$ cat src/rtl/alu_serial_seq.sv
// -----------------------------------------------------------------------------
// alu_serial_seq
//   Bit-serial ALU sequencer. A WIDTH-bit operand pair is pushed LSB-first
//   through a single 1-bit ALU slice (AND / OR / full-add), one bit per clock.
//   SUB is executed as A + ~B + 1 on the same adder slice.
//
//   Handshakes:
//     request side  : valid_i / ready_o   (accepted only in IDLE)
//     response side : valid_o / ready_i   (result held in DONE until taken)
//
//   Optional build macro:
//     ALU_SERIAL_OVF_EN - when defined, ovf_o reports signed overflow for
//                         ADD/SUB (carry into MSB XOR carry out of MSB).
//                         When undefined, ovf_o is tied to 0 and the overflow
//                         flip-flop does not exist. Ports are identical.
// -----------------------------------------------------------------------------

// -----------------------------------------------------------------------------
// alu_bit_slice
//   One-bit ALU slice. Op encodings: 00 AND, 01 OR, 10 full add.
//   Carry out is only meaningful for the full-add op; it is 0 otherwise.
// -----------------------------------------------------------------------------
module alu_bit_slice (
    input  logic [1:0] i_op,
    input  logic       i_a,
    input  logic       i_b,
    input  logic       i_c,
    output logic       o_r,
    output logic       o_c
);

    // Pure combinational bit operation selected by the slice op code.
    always_comb begin
        // NOTE: every output gets a default before the case so that an
        // unlisted op code cannot leave a path unassigned and infer a latch.
        o_r = 1'b0;
        o_c = 1'b0;
        case (i_op)
            2'b00: o_r = i_a & i_b;
            2'b01: o_r = i_a | i_b;
            2'b10: begin
                o_r = i_a ^ i_b ^ i_c;
                o_c = (i_a & i_b) | (i_a & i_c) | (i_b & i_c);
            end
            default: begin
                o_r = 1'b0;
                o_c = 1'b0;
            end
        endcase
    end

endmodule

// -----------------------------------------------------------------------------
// alu_serial_seq (top)
// -----------------------------------------------------------------------------
module alu_serial_seq #(
    parameter int WIDTH = 32,
    parameter int CNT_W = $clog2(WIDTH)
) (
    input  logic             clk,
    input  logic             rst_n,
    input  logic             valid_i,
    output logic             ready_o,
    input  logic [WIDTH-1:0] a_i,
    input  logic [WIDTH-1:0] b_i,
    input  logic [1:0]       op_i,
    input  logic             abort_i,
    output logic             valid_o,
    input  logic             ready_i,
    output logic [WIDTH-1:0] result_o,
    output logic             carry_o,
    output logic             zero_o,
    output logic             ovf_o
);

    // Request op codes as seen on op_i.
    localparam logic [1:0] OP_AND = 2'b00;
    localparam logic [1:0] OP_OR  = 2'b01;
    localparam logic [1:0] OP_ADD = 2'b10;
    localparam logic [1:0] OP_SUB = 2'b11;

    // Counter value during the cycle that processes the MSB.
    localparam logic [CNT_W-1:0] LAST_CNT = CNT_W'(WIDTH - 1);

    typedef enum logic [1:0] {
        S_IDLE = 2'b00,
        S_RUN  = 2'b01,
        S_DONE = 2'b10
    } state_t;

    // ---------------------------------------------------------------- state
    state_t             r_state;
    state_t             w_state_nxt;

    // ------------------------------------------------------------ datapath
    logic [WIDTH-1:0]   r_a;        // operand A, shifted right each RUN cycle
    logic [WIDTH-1:0]   r_b;        // operand B (or ~B for SUB), shifted right
    logic [WIDTH-1:0]   r_res;      // result assembled MSB-in, shifted right
    logic [1:0]         r_op;       // latched request op
    logic               r_carry;    // carry between consecutive bit positions
    logic [CNT_W-1:0]   r_cnt;      // index of the bit being processed

    // ------------------------------------------------------ output registers
    logic [WIDTH-1:0]   r_result;
    logic               r_carry_out;
    logic               r_zero;

    // ------------------------------------------------------------ wires
    logic               w_accept;     // request handshake in IDLE
    logic               w_step;       // a bit is processed this cycle
    logic               w_last;       // MSB is processed this cycle, no abort
    logic               w_is_arith;   // latched op is ADD or SUB
    logic [1:0]         w_slice_op;   // op code presented to the slice
    logic               w_bit;        // slice result bit
    logic               w_cout;       // slice carry out
    logic [WIDTH-1:0]   w_res_final;  // full result including the MSB bit

    assign w_accept    = (r_state == S_IDLE) && valid_i;
    assign w_step      = (r_state == S_RUN) && !abort_i;
    assign w_last      = w_step && (r_cnt == LAST_CNT);
    assign w_is_arith  = r_op[1];
    // ADD and SUB both run on the slice's full-add op.
    assign w_slice_op  = w_is_arith ? 2'b10 : r_op;
    assign w_res_final = {w_bit, r_res[WIDTH-1:1]};

    alu_bit_slice u_slice (
        .i_op (w_slice_op),
        .i_a  (r_a[0]),
        .i_b  (r_b[0]),
        .i_c  (r_carry),
        .o_r  (w_bit),
        .o_c  (w_cout)
    );

    // State register.
    always_ff @(posedge clk or negedge rst_n) begin
        if (!rst_n) begin
            r_state <= S_IDLE;
        end else begin
            // NOTE: sequential state is written with non-blocking assignments
            // so every register samples pre-edge values regardless of order.
            r_state <= w_state_nxt;
        end
    end

    // Next-state logic; abort in RUN has priority over finishing the MSB.
    always_comb begin
        w_state_nxt = r_state;
        case (r_state)
            S_IDLE: begin
                if (valid_i) begin
                    w_state_nxt = S_RUN;
                end
            end
            S_RUN: begin
                if (abort_i) begin
                    w_state_nxt = S_IDLE;
                end else if (r_cnt == LAST_CNT) begin
                    w_state_nxt = S_DONE;
                end
            end
            S_DONE: begin
                if (ready_i) begin
                    w_state_nxt = S_IDLE;
                end
            end
            default: w_state_nxt = S_IDLE;
        endcase
    end

    // Handshake outputs decode straight from the state register.
    assign ready_o = (r_state == S_IDLE);
    assign valid_o = (r_state == S_DONE);

    // Operand capture on accept, then one LSB-first shift step per RUN cycle.
    always_ff @(posedge clk or negedge rst_n) begin
        if (!rst_n) begin
            // NOTE: the datapath is cleared on reset so that the carry and
            // counter start from known values and never propagate X.
            r_a     <= '0;
            r_b     <= '0;
            r_res   <= '0;
            r_op    <= OP_AND;
            r_carry <= 1'b0;
            r_cnt   <= '0;
        end else if (w_accept) begin
            r_a     <= a_i;
            // SUB is A + ~B + 1: invert B here and preset the carry to 1.
            r_b     <= (op_i == OP_SUB) ? ~b_i : b_i;
            r_op    <= op_i;
            r_carry <= (op_i == OP_SUB);
            r_cnt   <= '0;
        end else if (w_step) begin
            r_a     <= r_a >> 1;
            r_b     <= r_b >> 1;
            r_res   <= w_res_final;
            // Logical ops keep the carry at 0 so the slice sees a clean input.
            r_carry <= w_is_arith ? w_cout : 1'b0;
            r_cnt   <= r_cnt + CNT_W'(1);
        end
    end

    // Result, carry and zero flags update only when an operation completes,
    // so they hold their previous values through IDLE, RUN and aborts.
    always_ff @(posedge clk or negedge rst_n) begin
        if (!rst_n) begin
            r_result    <= '0;
            r_carry_out <= 1'b0;
            r_zero      <= 1'b0;
        end else if (w_last) begin
            r_result    <= w_res_final;
            r_carry_out <= w_is_arith & w_cout;
            r_zero      <= (w_res_final == '0);
        end
    end

    assign result_o = r_result;
    assign carry_o  = r_carry_out;
    assign zero_o   = r_zero;

`ifdef ALU_SERIAL_OVF_EN
    logic r_ovf;

    // During the MSB cycle r_carry still holds the carry into the MSB, so
    // overflow is that value XOR the slice's carry out of the MSB.
    always_ff @(posedge clk or negedge rst_n) begin
        if (!rst_n) begin
            r_ovf <= 1'b0;
        end else if (w_last) begin
            r_ovf <= w_is_arith & (r_carry ^ w_cout);
        end
    end

    assign ovf_o = r_ovf;
`else
    assign ovf_o = 1'b0;
`endif

endmodule

$ cat config.mk
export PLATFORM = sky130hd
export DESIGN_NAME = alu_serial_seq
export DESIGN_NICKNAME = d
export VERILOG_FILES = /design/src/rtl/alu_serial_seq.sv
export SDC_FILE = /design/constraint.sdc
export NUM_CORES = 1
export LEC_CHECK = 0
export ABC_AREA = 1
export CAP_MARGIN = 20
export CORE_MARGIN = 5
export CORE_UTILIZATION = 45
export CTS_CLUSTER_SIZE = 40
export DETAILED_ROUTE_END_ITERATION = 12
export PLACE_DENSITY_LB_ADDON = 0.12
export SLEW_MARGIN = 5
export SYNTH_ARGS = -nofsm -noshare
export SYNTH_HDL_FRONTEND = slang
export SYNTH_SLANG_ARGS = --single-unit
$ cat constraint.sdc
create_clock -name clk -period 1.7 [get_ports clk]
set_input_delay 0.255 -clock clk [delete_from_list [all_inputs] [get_ports clk]]
set_output_delay 0.255 -clock clk [all_outputs]
set_load 0.01 [all_outputs]
# Yosys cells after proc, flatten, opt, wreduce, memory -nomap -nowiden
# Cells that the tools add are included.
[word_totals]
input_bits = 71
mem_count = 0
ram_bits = 0
latch_bits = 0
mem_bits_ro = 0
reg_bits = 140
wordCells = 59
[op_classes]
n_eq_ne = 9
magnitude_cmp = 0
mul = 0
n_addsub = 1
mux = 18
div = 0
n_reduce_logical = 10
shifts = 0
bitwise = 11
[op_table]
columns = ["cell", "count"]
rows = [
  ["two-way mux 32 bit", 5],
  ["zero test 32 bit", 1],
  ["inverter 32 bit", 1],
  ["two-way mux 2 bit", 5],
  ["two-way mux 5 bit", 2],
  ["equality test 2 bit, second input constant", 3],
  ["case mux 2 bit (3 select lines)", 1],
  ["adder 5 x 1 -> 5 bit, second input constant", 1],
  ["equality test 5 bit, second input constant", 1],
  ["AND 1 bit", 4],
  ["equality test 2 x 1 -> 1 bit, second input constant", 2],
  ["zero test 2 bit", 2],
  ["two-way mux 1 bit", 4],
  ["logical AND 1 bit", 3],
  ["inequality test 3 x 2 -> 1 bit, second input constant", 1],
  ["OR 1 bit", 3],
  ["case mux 1 bit (3 select lines)", 1],
  ["AND reduction 3 bit", 1],
  ["inequality test 2 x 1 -> 1 bit, second input constant", 1],
  ["inequality test 2 bit, second input constant", 1],
  ["AND reduction 2 bit", 1],
  ["nonzero test 2 bit", 1],
  ["bitwise XOR 1 bit", 2],
  ["zero test 1 bit", 1],
  ["inverter 1 bit", 1],
]

# Logic depth before layout (Yosys ltp)
[depth]
ltp_word = 7
depth_mapped = 9
ltp_nobuf = 8

# Cells and area by module
# A second synthesis with hierarchy kept.
[unflattened]
cells_unflattened = 742
hier_area_um2 = 6202.2
[modules_own_cells]
columns = ["module", "area_each_um2", "n_inst", "cells_per_inst"]
rows = [
  ["alu_serial_seq", 6109.6, 1, 728],
  ["alu_bit_slice", 92.6, 1, 14],
]

# Least setup slack after synthesis
# Ideal clock, no wire load.
[synth_timing]
path_kind = "flip-flop to flip-flop"
start = "reg r_cnt[0]"
end = "reg r_result[15] (netlist: result_o[15])"
path_slack_ps = 237
required_time_ps = 1570
arrival_ps = 1333
path_stages_with_launch = 10
setup_time_ps = 130
cell_sequence = "dfrtp_1 -> ha_1 -> inv_1 -> nor3_1 -> ha_1 -> nand2_2 -> buf_6 -> buf_2 -> nand2_1 -> o21ai_1"
[synth_between]
elab_chain_len = 2
[synth_lines]
columns = ["element", "line", "source"]
rows = [
  ["start, declared", "102", "logic [CNT_W-1:0] r_cnt;"],
  ["start signal, assigned", "200", "r_cnt <= r_cnt + CNT_W'(1);"],
  ["equality test 5 bit", "121", "assign w_last = w_step && (r_cnt == LAST_CNT);"],
  ["logical AND 1 bit", "121", ""],
  ["end signal, assigned", "212", "r_result <= w_res_final;"],
  ["end, declared", "105", "logic [WIDTH-1:0] r_result;"],
]
# Every way passes these cells.
# A chain may end at the register's enable or synchronous reset.

# Worst setup path after layout
[layout_timing]
start = "reg r_result[2] (netlist: result_o[2])"
end = "out result_o[2]"
[layout_lines]
columns = ["element", "line", "source"]
rows = [
  ["end, declared", "71", "output logic [WIDTH-1:0] result_o,"],
]
# No word-level cell between the ends.

==> metrics.cfg <==
[setup_path]
cp_top_family=buffers and inverters
cp-end-kind=primary output
crit_required_ns=1.44
crit_buf_inv=1
slowest_delay_ns=0.57
worstPathMaxFanout=2
crit_slowest_cell=clkdlybuf4s50_1
arrival_ns=1.36
path_class=reg2out
crit_path_cell_trace=clkdlybuf4s50_1
cp-start-kind=flop

[placement]
port_buffers=106
dp_hpwl_um=9232
dp.cells=1006
gp_congestion=0.7891
placed_area_mm2=0.007542

[power]
p_total_uw=9482
power.density_mw_per_mm2=1168
ir_drop_uv=558.1
p_leak_uw=0.003748

[logic_synthesis]
synth_fa_ha_area_share_pct=1.122
synth_top_area_share_pct=55.68
muxShareOfSynthArea_pct=0
yosys_warnings=0
syn_inst=745
synth_area_leader_cell=dfrtp_1
synth_nets=821
synth_top_family_by_area=simple AND/OR/NAND/NOR gates
ys_types=25
ys_seq_area_share_pct=55.68
ys_ff_latch=139
synth_compound_area_share_pct=10.88
yosys.area_share.simple_pct=23.49
synthXorXnorAreaFrac_pct=0.2804
syn_area_mm2=0.006247
synth_area_leaders=dfrtp_1 56%, nand2_1 13%, nand3_1 7.7%
postSynthAreaPerCell_um2=8.386

[floorplanning]
start_util_pct=45.36
core-area_mm2=0.01377
dieArea_mm2=0.01634
num_rows=43
die_w_um=127.8
num_io_pins=108
die_h_um=127.8

[sta]
setup_tns_ns=0
final-setup-viol-count=0
rsz0062_at_grt=false
skew_ns=0.006263
timing.final.crit_share_pct=94.77
finalHoldViolations=0
period_needed_ns=1.611
maxSlewViolCount=0
max_freq_ghz=0.6207

[job]
max_cap_viol_count=0

[routing]
via_per_inst=4.942
antenna_left=0
drt-initial-drc-count=395
wire_per_inst_um=13.09
drc=0
dr.pass1.iters=4
num_vias=5130
wirelength_um=13590

[layout]
fillers=1263
fin_nets=922
final_core_util_pct=58.92
layout_commonest_cell=nand2_1
areaGrowthSynthToFinish_pct=29.90
most-common-layout-cells=218 x nand2_1, 139 x dfrtp_1, 103 x clkdlybuf4s50_1
finish.instance_area_mm2=0.008115
stdcell_count=1038
antennaDiodeCount=0
drive_gt1_share_pct=6.876

[cts]
cts_tree=built
cts_buffers=17
clock_latency_ns=0.42
cts_buffer_depth=2
cts_sinks=139
clk_pin_slew_ns=0.06
h-tree-depth=4
postCtsSetupBuffers=0
cts_root_buf=clkbuf_16

[grt]
grt_max_degree=69
grt_use_total_pct=17.46
grt_pass1_wl_um=23340
grt_antenna_before_repair=0
grt_pass1_vias=4988
grt.overflow.total=0

[outcome]
status=completed

[worst_hold_path]
hp-class=in2async

==> flip-flops by register name, summed over array words and instances (netlist names) <==
name and cells:
result_o 32, r_carry 1, r_b 32, r_a 32, carry_o 1, zero_o 1, r_cnt 5, r_state 2
r_res 31, r_op 2
==> power by group <==
| part | internal, uW | switching, uW |
|---|---|---|
| clock network | 2150 | 1340 |
| logic | 731 | 970 |
| registers | 3920 | 369 |
| total | 6810 | 2680 |
==> final timing paths <==
check / end / slack, ns / cells after the start / start
setup / recovery: result_o[2] / 0.09 / 1 / result_o[2]
hold / removal: result_o[27] / 0.30 / 2 / rst_n
setup reg to reg: r_state[1] / 0.18 / 7 / r_cnt[0]
hold reg to reg: r_a[31] / 0.47 / 2 / r_a[31]
max in group asynchronous: r_b[5] / 0.78 / 3 / rst_n
min in group clk: r_a[31] / 0.38 / 3 / a_i[31]
==> synth_stat cells (all sizes together) <==
master	count
o22ai	1
buf	29
nor2	32
nand3b	1
dfrtp	139
conb	1
fa	1
o211ai	4
xor2	2
ha	4
o21ai	96
nand2	223
a21oi	31
nand3	96
inv	66
o31ai	1
clkbuf	16
nor3	2
==> metal layers <==
| metal | routed length [um] | part of all wire, % | vias up | GRT usage [%] |
|---|---|---|---|---|
| met5 | 0 | 0 | - | 0 |
| met3 | 736 | 5.4 | 17 | 4.667 |
| met2 | 6157 | 45 | 135 | 26.65 |
| met4 | 194 | 1.4 | 0 | 5.868 |
| met1 | 6503 | 48 | 2378 | 24.27 |
| li1 | - | - | 2600 | - |
==> worst reg2reg max path: stages (launching register included) <==
cell	delay [ns]
dfrtp_1	0.40
ha_1	0.22
inv_1	0.09
nor3_2	0.04
ha_2	0.18
nand2_2	0.13
buf_4	0.23
o31ai_1	0.11
==> final cells by class <==
class,instances,area [um^2],area share [%]
well taps,180,225.2,2.775
repair buffers,127,1358,16.73
inverters,66,247.7,3.053
multi-input cells,495,2248,27.71
clock inverters,6,62.56,0.7709
flip-flops and latches,139,3478,42.86
clock buffers,25,495.5,6.105
==> what timing repair did <==
action / CTS / global route
hold endpoints to repair: 33 / 0
hold buffers: 1 / 0
setup endpoints to repair: 2 / 5
resized for setup: 2 / 2
==> logic make-up (layout without fill, tap and decap cells) <==
kind of cell             count (synthesis)  in the layout
AND/OR/NAND/NOR                        354            354
flip-flops                             139            139
AO/OA/AOI/OAI                          133            133
buffers and inverters                  111            224
adder cells (fa/ha/maj)                  5              5
XOR/XNOR                                 2              2
other                                    1              1
==> per-stage QoR <==
| step | hold slack [ns] | worst slack, ns |
|---|---|---|
| 2_1_floorplan | -0.04059 | 0.2365 |
| 3_3_place_gp | 0.1729 | 0.09894 |
| 3_5_place_dp | 0.1776 | 0.08008 |
| 4_1_cts | 0.3049 | 0.06820 |
| 5_1_grt | 0.3403 | 0.03351 |
| 6_report | 0.3047 | 0.08896 |
Power figures use the tool's default switching activity.
